$ cat config.mk
export PLATFORM = sky130hd
export DESIGN_NAME = par_read_fifo
export DESIGN_NICKNAME = d
export VERILOG_FILES = /design/src/rtl/par_read_fifo.sv
export SDC_FILE = /design/constraint.sdc
export NUM_CORES = 1
export LEC_CHECK = 0
export CORE_MARGIN = 2
export CORE_UTILIZATION = 53
export CTS_BUF_LIST = sky130_fd_sc_hd__clkbuf_4
export CTS_CLUSTER_SIZE = 16
export DETAILED_ROUTE_END_ITERATION = 10
export PLACE_DENSITY = 0.81
export SLEW_MARGIN = 20
export SYNTH_ARGS = -nofsm -noshare
export SYNTH_HDL_FRONTEND = slang
export SYNTH_SLANG_ARGS = --single-unit
export TNS_END_PERCENT = 30
$ cat constraint.sdc
create_clock -name clk -period 2.34 [get_ports clk]
set_clock_uncertainty 0.15 [all_clocks]
set_input_delay 0.585 -clock clk [delete_from_list [all_inputs] [get_ports clk]]
set_output_delay 0.585 -clock clk [all_outputs]
set_load 0.03 [all_outputs]
$ cat src/rtl/par_read_fifo.sv
// Single-clock FIFO: one word written per cycle, PAR_READ words read per cycle.
// Read data is show-ahead; the oldest word sits in the low slice of dout.
module par_read_fifo #(
   parameter int unsigned NUM_BIT   = 4,
   parameter int unsigned NUM_REG   = 4,
   parameter int unsigned PAR_WRITE = 1,
   parameter int unsigned PAR_READ  = 2
) (
   input  logic                          clk,
   input  logic                          rst,
   input  logic                          init,
   input  logic                          wen,
   input  logic [PAR_WRITE*NUM_BIT-1:0]  din,
   input  logic                          ren,
   output logic [PAR_READ*NUM_BIT-1:0]   dout,
   output logic                          ready,
   output logic                          valid,
   output logic                          full,
   output logic                          empty
);

   localparam int unsigned AW = $clog2(NUM_REG);
   localparam int unsigned PW = AW + 1;

   logic [PW-1:0]      wr_ptr_q, wr_ptr_d;
   logic [PW-1:0]      rd_ptr_q, rd_ptr_d;
   logic [PW-1:0]      occ;
   logic [NUM_BIT-1:0] mem_q [NUM_REG];
   logic [NUM_BIT-1:0] mem_d [NUM_REG];
   logic               wr_acc;
   logic               rd_acc;
   logic [AW-1:0]      rd_addr;

   // Extra wrap bit on each pointer lets occupancy reach NUM_REG unambiguously.
   assign occ   = wr_ptr_q - rd_ptr_q;
   assign ready = (occ <= PW'(NUM_REG - PAR_WRITE));
   assign valid = (occ >= PW'(PAR_READ));
   assign full  = (occ == PW'(NUM_REG));
   assign empty = (occ == '0);

   assign wr_acc = wen & ready & ~init;
   assign rd_acc = ren & valid & ~init;

   always_comb begin
      wr_ptr_d = wr_ptr_q;
      rd_ptr_d = rd_ptr_q;
      mem_d    = mem_q;
      if (init) begin
         wr_ptr_d = '0;
         rd_ptr_d = '0;
      end else begin
         if (wr_acc) begin
            mem_d[wr_ptr_q[AW-1:0]] = din[NUM_BIT-1:0];
            wr_ptr_d = wr_ptr_q + PW'(1);
         end
         if (rd_acc) begin
            rd_ptr_d = rd_ptr_q + PW'(PAR_READ);
         end
      end
   end

   always_comb begin
      dout    = '0;
      rd_addr = '0;
      for (int k = 0; k < PAR_READ; k++) begin
         rd_addr = rd_ptr_q[AW-1:0] + AW'(k);
         dout[k*NUM_BIT +: NUM_BIT] = mem_q[rd_addr];
      end
   end

   always_ff @(posedge clk) begin
      if (rst) begin
         wr_ptr_q <= '0;
         rd_ptr_q <= '0;
         for (int i = 0; i < NUM_REG; i++) begin
            mem_q[i] <= '0;
         end
      end else begin
         wr_ptr_q <= wr_ptr_d;
         rd_ptr_q <= rd_ptr_d;
         mem_q    <= mem_d;
      end
   end

endmodule

==> impl_metrics.toml, run 1 <==
[run_status]
outcome = "finished clean"

[floorplanning]
io_pins = 21
die_w_um = 49.9
initial_core_util_pct = 56.3
die-area_mm2 = 0.00249
die_h_um = 49.9
rows = 16
coreArea_mm2 = 0.00198

[synth]
avgSynthCellArea_um2 = 8.72
synth_cell_types = 25
synth_area_mm2 = 0.00112
ys_seq_area_share_pct = 37.7
syn_nets = 142
yosys_warnings = 0
synth_cells = 128
synth_seq_cells = 21

[detailed_routing]
vias_per_cell = 5.88
drt_iter0_drc = 20
dr.max_layer_used = "met4"
met1Wirelength_mm = 1.19
vias = 1052
wl_met3_um = 119
wl_met2_mm = 1.40
drc = 0
dr.pass1.iters = 4
avgRoutedWirePerCell_um = 15.3
drt-total-wl_mm = 2.73
ant_nets = 0

[worst_hold_path]
worstHoldPathType = "flip-flop to flip-flop"

[cts]
cts_max_level = 1
numCtsBuffers = 3
cts-root-buf = "clkbuf_4"
cts_tree = "yes"
clk_pin_slew_ps = 130
clock_insertion_delay_worst_skew_ps = 310
cts_buffer_depth = 2
ctsHoldBuffers = 0
cts.sinks = 21

[global_route]
grt_max_degree = 21
track_usage_pct = 23.9
grt-ovfl-total = 0
grt_pass1_vias = 1024
grt_pass1_wl_mm = 4.58
antenna_found_initial = 0

[sta]
slew_headroom_pct = 79.3
fmax_mhz = 438
period_minus_slack_ps = 2280
timing.setup.tns_ps = 0
worst_slew_pin_slew_ps = 312
rsz0062_at_grt = "false"
hold_violations = 0
finalCritPeriodShare_pct = 97.6
setup_viol_count_final = 0
slew_viol_final = 0

[setup_path]
required_ps = 1600
critPathKind = "flip-flop to output port"
cp.arrival_ps = 1550
path_max_fanout = 6
endpoint_kind = "output port"
start_kind = "flip-flop"

[run]
drv_cap = 0

[cells_and_area]
finalNonFillerCells = 179
drive_gt1_share_pct = 21.7
fillCellCount = 163
area_growth_pct = 26.5
n_antenna_cell = 0
fin_nets = 167

[placed_design]
port_buffers = 20
hpwl_mm = 2.00
globalplace.congestion = 0.861
dp_cells = 174

[pwr]
ir_worst_vdd_mv = 0.408
p_per_area_mw_per_mm2 = 452
totalPowerFinal_w = 0.000638
leakage_nw = 0.565
-- flip-flops by register name, indices dropped and copies added (netlist names) --
register	cells
mem_q	16
rd_ptr_q	2
wr_ptr_q	3
-- per-stage QoR --
stage / instance area (um^2) / utilization (%) / setup WS [ps] / hold WS [ps]
2_1_floorplan: 1120 / - / 125 / 295
3_3_place_gp: 1370 / 69.0 / 228 / 304
3_5_place_dp: 1370 / 69.0 / 201 / 316
6_report: 1410 / 71.2 / 57.0 / 331
5_1_grt: 1410 / 71.2 / 10.2 / 356
4_1_cts: 1400 / 70.5 / 12.3 / 335
-- logic make-up (layout without fill, tap and decap cells) --
kind of cell	Yosys count	count (layout)	share of synthesized area [%]
AOI/OAI and AO/OA	39	39	20.0
and+or+nand+nor	34	34	17.8
DFF	21	21	37.7
buffers and inverters	17	41	6.17
muxes	10	10	9.87
adders and majority gates	5	5	5.61
xor gates and xnor gates	2	2	2.91
-- final timing paths --
path	startpoint	end	slack [ps]	depth (start not counted)
worst min register to register	mem_q[12]	mem_q[12]	330	2
worst max-delay path	rd_ptr_q[1]	full	60	6
worst min-delay path	mem_q[12]	mem_q[12]	330	2
worst max register to register	rd_ptr_q[1]	wr_ptr_q[2]	350	6
-- worst max-delay path: stages (launching register included) --
cell     delay, ps
dfxtp_2        350
buf_6          130
ha_4           160
xor3_1         250
inv_2           80
nor2_2         110
buf_4          160
-- synthesized netlist by cell type --
master | number | share of area (%)
a21boi_0 | 1 | 0.67
a21oi_1 | 19 | 8.5
buf_1 | 2 | 0.67
buf_2 | 4 | 1.8
clkbuf_1 | 4 | 1.3
dfxtp_1 | 21 | 38
ha_1 | 5 | 5.6
inv_1 | 7 | 2.4
mux2_2 | 8 | 8.1
mux2i_1 | 2 | 1.8
nand2_1 | 4 | 1.3
nand2b_1 | 1 | 0.56
nand3_1 | 1 | 0.45
nand3b_1 | 3 | 2.0
nand4_1 | 17 | 9.5
nor2_1 | 4 | 1.3
nor2b_1 | 1 | 0.56
o211ai_1 | 1 | 0.67
o21ai_0 | 9 | 4.0
o31ai_1 | 9 | 6.1
or3_1 | 1 | 0.56
or3b_2 | 1 | 0.78
or4_1 | 1 | 0.67
xnor2_1 | 1 | 0.78
xor3_1 | 1 | 2.1
-- layout make-up --
type	instances	area, um^2	share of cell area (%)
Multi-Input combinational cell	90	642	45.5
Sequential cell	21	423	30.0
Timing Repair Buffer	30	259	18.4
Tap cell	27	33.8	2.39
Inverter	7	26.3	1.86
Clock buffer	3	22.5	1.60
Clock inverter	1	5.00	0.355
-- routing by layer --
| layer | track usage, % | vias to the layer above |
|---|---|---|
| met2 | 42.9 | 30 |
| met5 | 0 | - |
| met1 | 29.0 | 494 |
| met4 | 8.33 | 0 |
| li1 | - | 526 |
| met3 | 3.03 | 2 |
-- cell usage in the layout (no fill, tap or decap), drive strengths merged, types with 2 or more instances in the layout --
cell type      netlist  layout
clkdlybuf4s50        0       8
dfxtp               21      21
dlygate4sd2          0       8
clkbuf               4       3
mux2i                2       2
mux2                 8       8
o21ai                9       9
inv                  7       7
nor2                 4       4
nand3b               3       3
a21oi               19      19
o31ai                9       9
buf                  6      14
ha                   5       5
nand4               17      17
nand2                4       4
-- power breakdown --
group	switching, W	internal [W]	total [W]
clock	0.000113	0.0000638	0.000177
sequential	0.00000367	0.000363	0.000367
combinational	0.0000551	0.0000392	0.0000943
total	0.000171	0.000466	0.000638
-- repair_timing --
action / in CTS / in global routing
setup buffers: 0 / 1
endpoints found under the setup margin: 12 / 2
gates resized for setup: 12 / 3
(Power assumes the default switching activity.)
==> inputs of run 2 (changes only) <==
- CORE_UTILIZATION: 53 -> 48
- PLACE_DENSITY: 0.81 -> 0.77
- clock period: 2.34 -> 2.1 ns (I/O delays scaled with it)
==> impl_metrics.toml, run 2 (same netlist as run 1, synthesis figures left out) <==
[cells_and_area]
fin_nets = 177
reg.largest.list = "mem_q: 16 flops, wr_ptr_q: 3 flops, rd_ptr_q: 2 flops"
n_antenna_cell = 0
largest_reg_flops = 16
final_common_cell = "dfxtp_1"
area_growth_pct = 38.9
final_cell_mix = "20 x dfxtp_1, 19 x a21oi_1, 17 x nand4_1"
drive_gt1_share_pct = 32.1
largest_register = "mem_q"

[setup_path]
required_ps = 1420
reg2reg_from = "rd_ptr_q[1]"
crit_slowest_cell = "dfxtp_2"
critPathMaxStageDelay_ps = 360
worstReg2RegEnd = "mem_q[1]"
start_kind = "flip-flop"
r2r_slack_ps = 100
cp.arrival_ps = 1530
crit_chain = "buf_6 -> ha_4 -> xor3_1 -> inv_2 -> nand2_2 -> buf_6"
path_max_fanout = 6
cpMostUsedCell = "buf_6"
critPathKind = "flip-flop to output port"
reg2reg_depth = 8
endpoint_kind = "output port"

[detailed_routing]
ant_nets = 0
drc = 0
vias_per_cell = 5.98
drt_iter0_drc = 23
avgRoutedWirePerCell_um = 16.3
dr.pass1.iters = 4
vias = 1137
drt-total-wl_mm = 3.10

[placed_design]
globalplace.congestion = 0.851
port_buffers = 20
hpwl_mm = 2.06

[worst_hold_path]
whs_endpoint = "mem_q[5]"
worstHoldStart = "mem_q[5]"
worstHoldPathType = "flip-flop to flip-flop"
hold_depth = 2

[global_route]
grt-ovfl-total = 0
antenna_found_initial = 0
grt_max_degree = 20
grt_pass1_wl_mm = 4.73
grt_pass1_vias = 1069
track_usage_pct = 23.0

[sta]
slew_headroom_pct = 82.1
worst_slew_pin_slew_ps = 267
period_minus_slack_ps = 2210
slew_viol_final = 0
setup_viol_count_final = 7
timing.setup.tns_ps = -473
fin_ws_ps = -110
rsz0062_at_grt = "true"
hold_violations = 0
finalCritPeriodShare_pct = 105
hold_ws_ps = 335
fmax_mhz = 453

[cts]
cts.sinks = 21
cts-root-buf = "clkbuf_4"
numCtsBuffers = 3
clock_insertion_delay_worst_skew_ps = 290
cts_buffer_depth = 2
cts_tree = "yes"
clk_pin_slew_ps = 120
cts_max_level = 1

[floorplanning]
die_h_um = 52.2
die-area_mm2 = 0.00273
coreArea_mm2 = 0.00221
initial_core_util_pct = 50.5
die_w_um = 52.2
io_pins = 21
rows = 17

[pwr]
p_per_area_mw_per_mm2 = 469
leakage_nw = 0.603
totalPowerFinal_w = 0.000727
ir_worst_vdd_mv = 0.342

[run_status]
violations = "setup timing"
outcome = "finished with violations"

[run]
drv_cap = 0
run 2: cell types whose count changed in the layout (fill, tap and decap cells not counted), moves of 2 or more:
cell             before  now
buf_12                0    2
buf_2                 0    2
buf_4                13   16
buf_6                 1    6
clkdlybuf4s15_2       0    6
dlygate4sd2_1         8    0
run 2: metal layers:
layer | routed length (um) | GRT usage [%]
met1 | 1280 | 28.6
met2 | 1610 | 40.7
met3 | 146 | 3.43
met4 | 58 | 7.26
met5 | 0 | 0
run 2: worst max-delay path, delay by kind of cell, from the launching register on:
kind                     cells  cell delay [ps]
flip-flops                   1              360
buffers and inverters        3              430
adder cells (fa/ha/maj)      1              130
XOR/XNOR                     1              260
AND/OR/NAND/NOR              1               70
run 2: how the worst max path moves through the flow:
stage                start      end  slack, ps  depth (start not counted)
2_1_floorplan  wr_ptr_q[1]     full        -50                          6
3_3_place_gp   rd_ptr_q[1]  dout[0]         50                          3
3_5_place_dp   rd_ptr_q[1]    valid          7                          6
4_1_cts        rd_ptr_q[1]    empty       -130                          6
5_1_grt        rd_ptr_q[1]    valid       -160                          6
6_report       rd_ptr_q[1]    valid       -110                          6
run 2: final cells by class:
cell class,instances,area [um^2]
Clock buffer,4,30.0
Fill cell,177,662
Tap cell,28,35.0
Timing Repair Buffer,40,385
Multi-Input combinational cell,90,652
Inverter,7,26.3
Sequential cell,21,422
run 2: repair_timing:
action	in CTS	in global routing
hold buffers	0	0
pin swaps	2	3
setup endpoints to repair	12	11
gates resized for setup	35	7
hold endpoints to repair	0	0
setup buffers	4	5
run 2: where the power goes:
group / internal (W) / switching [W] / leakage (nW)
Combinational: 0.0000507 / 0.0000657 / 0.414
Sequential: 0.000405 / 0.00000396 / 0.170
Clock: 0.0000866 / 0.000116 / 0.0184
Total: 0.000542 / 0.000185 / 0.603
run 2: per-stage QoR:
step	util [%]	setup slack [ps]	area, um^2	cells
finish	70.1	-110	1550	190
global route	70.1	-163	1550	190
CTS	67.3	-135	1490	185
detailed placement	62.6	7.30	1380	177
global placement	62.6	47.8	1380	177
floorplan	-	-54.9	1120	128
==> inputs of run 3 (changes only) <==
- CORE_MARGIN: 2 -> 5
- MAX_ROUTING_LAYER: unset -> met4
==> impl_metrics.toml, run 3 (same netlist as run 1, synthesis figures left out) <==
[run_status]
outcome = "finished with violations"
violations = "setup timing"

[cts]
cts_buffer_depth = 2
cts_max_level = 1
clk_pin_slew_ps = 130
numCtsBuffers = 3
cts-root-buf = "clkbuf_4"
cts_tree = "yes"
clock_insertion_delay_worst_skew_ps = 310
ctsHoldBuffers = 0
cts.sinks = 21

[placed_design]
port_buffers = 20
globalplace.congestion = 0.811
dp_slack_ps = 0.342
hpwl_mm = 2.15
placed_area_mm2 = 0.00138

[global_route]
gr-usage-met2_pct = 33.7
grt_use_met3_pct = 2.23
grt_max_degree = 21
grt_busiest_layer = "met2"
use_met1_pct = 23.2
antenna_found_initial = 0
grt_pass1_wl_mm = 5.11
grt_pass1_vias = 1150
grt-ovfl-total = 0
track_usage_pct = 19.9

[worst_hold_path]
whs_endpoint = "mem_q[1]"
hold_depth = 2
worstHoldStart = "mem_q[1]"
worstHoldPathType = "flip-flop to flip-flop"

[setup_path]
worstReg2RegEnd = "rd_ptr_q[1]"
crit_slowest_cell = "dfxtp_2"
cp.arrival_ps = 1510
critPathMaxStageDelay_ps = 350
crit_chain = "buf_6 -> ha_4 -> xor3_1 -> inv_2 -> nand2_2 -> buf_6"
start_kind = "flip-flop"
cpMostUsedCell = "buf_6"
crit_buf_inv = 3
critPathKind = "flip-flop to output port"
required_ps = 1420
reg2reg_depth = 9
reg2reg_from = "rd_ptr_q[1]"
endpoint_kind = "output port"
crit_family = "buffers and inverters"
path_max_fanout = 5
r2r_slack_ps = 80

[cells_and_area]
final_cell_mix = "20 x dfxtp_1, 19 x a21oi_1, 19 x buf_4"
final_common_cell = "dfxtp_1"
area_growth_pct = 34.0
n_antenna_cell = 0
fin_util_pct = 67.6
reg.largest.list = "mem_q: 16 flops, wr_ptr_q: 3 flops, rd_ptr_q: 2 flops"
largest_reg_flops = 16
stdcell_area_mm2 = 0.00150
fin_nets = 175
largest_register = "mem_q"
drive_gt1_share_pct = 30.6

[sta]
hold_violations = 0
fmax_mhz = 457
period_minus_slack_ps = 2190
rsz0062_at_grt = "true"
slew_viol_final = 0
fin_ws_ps = -87.7
setup_viol_count_final = 8
slew_headroom_pct = 84.0
finalCritPeriodShare_pct = 104
worst_slew_pin_slew_ps = 240
hold_ws_ps = 333

[detailed_routing]
vias = 1097
vias_per_cell = 5.84
dr.pass1.iters = 4
drc = 0
avgRoutedWirePerCell_um = 15.6
drt_iter0_drc = 26
ant_nets = 0
drt-total-wl_mm = 2.94

[floorplanning]
die_h_um = 58.2
io_pins = 21
coreArea_mm2 = 0.00221
initial_core_util_pct = 50.5
die-area_mm2 = 0.00339
rows = 17
die_w_um = 58.2

[pwr]
p_per_area_mw_per_mm2 = 483
ir_worst_vdd_mv = 0.435
pwr-share-seq_pct = 56.7
switching_share_pct = 27.2
leakage_nw = 0.576
power_switching_w = 0.000196
power_frac_clock_pct = 27.9
internal_power_w = 0.000525
pwr-share-comb_pct = 15.4

[run]
drv_cap = 0
==> run 3: changes by cell type in the layout (fill, tap and decap cells not counted), sizes merged <==
cell,before,now
clkinv,0,1
clkdlybuf4s15,6,7
clkbuf,4,3
buf,26,23
==> run 3: layer usage <==
metal | vias up | wire [um]
li1 | 543 | -
met1 | 529 | 1310
met2 | 19 | 1520
met3 | 6 | 73
met4 | 0 | 37
met5 | - | 0
==> run 3: worst max path at each step <==
stage                 from     to  slack [ps]  cells past startpoint
5_1_grt        rd_ptr_q[1]  valid        -180                      6
4_1_cts        rd_ptr_q[1]   full        -110                      6
6_report       rd_ptr_q[1]  valid         -90                      6
3_5_place_dp   rd_ptr_q[1]  valid         0.3                      6
3_3_place_gp   rd_ptr_q[1]  valid          40                      6
2_1_floorplan  wr_ptr_q[1]   full         -50                      6
==> run 3: worst register-to-register path: stages, from the launching register on <==
cell,delay [ps]
dfxtp_2,340
buf_6,120
ha_4,150
xor3_1,250
inv_2,90
buf_4,130
buf_4,130
buf_4,180
a21boi_1,200
mux2i_1,200
==> run 3: final cells by class <==
| class | count | area [um^2] |
|---|---|---|
| Clock buffer | 3 | 22.5 |
| Clock inverter | 1 | 5.00 |
| Fill cell | 191 | 717 |
| Inverter | 7 | 26.3 |
| Multi-Input combinational cell | 90 | 644 |
| Sequential cell | 21 | 422 |
| Tap cell | 28 | 35.0 |
| Timing Repair Buffer | 38 | 340 |
==> run 3: metrics by stage <==
step,TNS (ps),power [W],instances
after detailed placement,0,0.000527,177
after global placement,0,0.000524,177
after CTS,-471,0.000732,184
final,-410,0.000722,188
after floorplan,-159,0.000474,128
after global routing,-1250,0.000766,188
==> run 3: power by group through the flow <==
stage	clock, W	combinational (W)	sequential (W)
after floorplan	0	0.0000576	0.000417
after global placement	0	0.000107	0.000417
after detailed placement	0	0.000109	0.000418
after CTS	0.000213	0.000110	0.000409
after global routing	0.000236	0.000120	0.000410
final	0.000201	0.000111	0.000409
==> run 3: repair_timing <==
action                     in CTS  in global routing
resized for setup              35                  1
pin swaps                       2                  0
cloned                          0                  0
buffers inserted                3                  4
setup endpoints to repair      12                 11
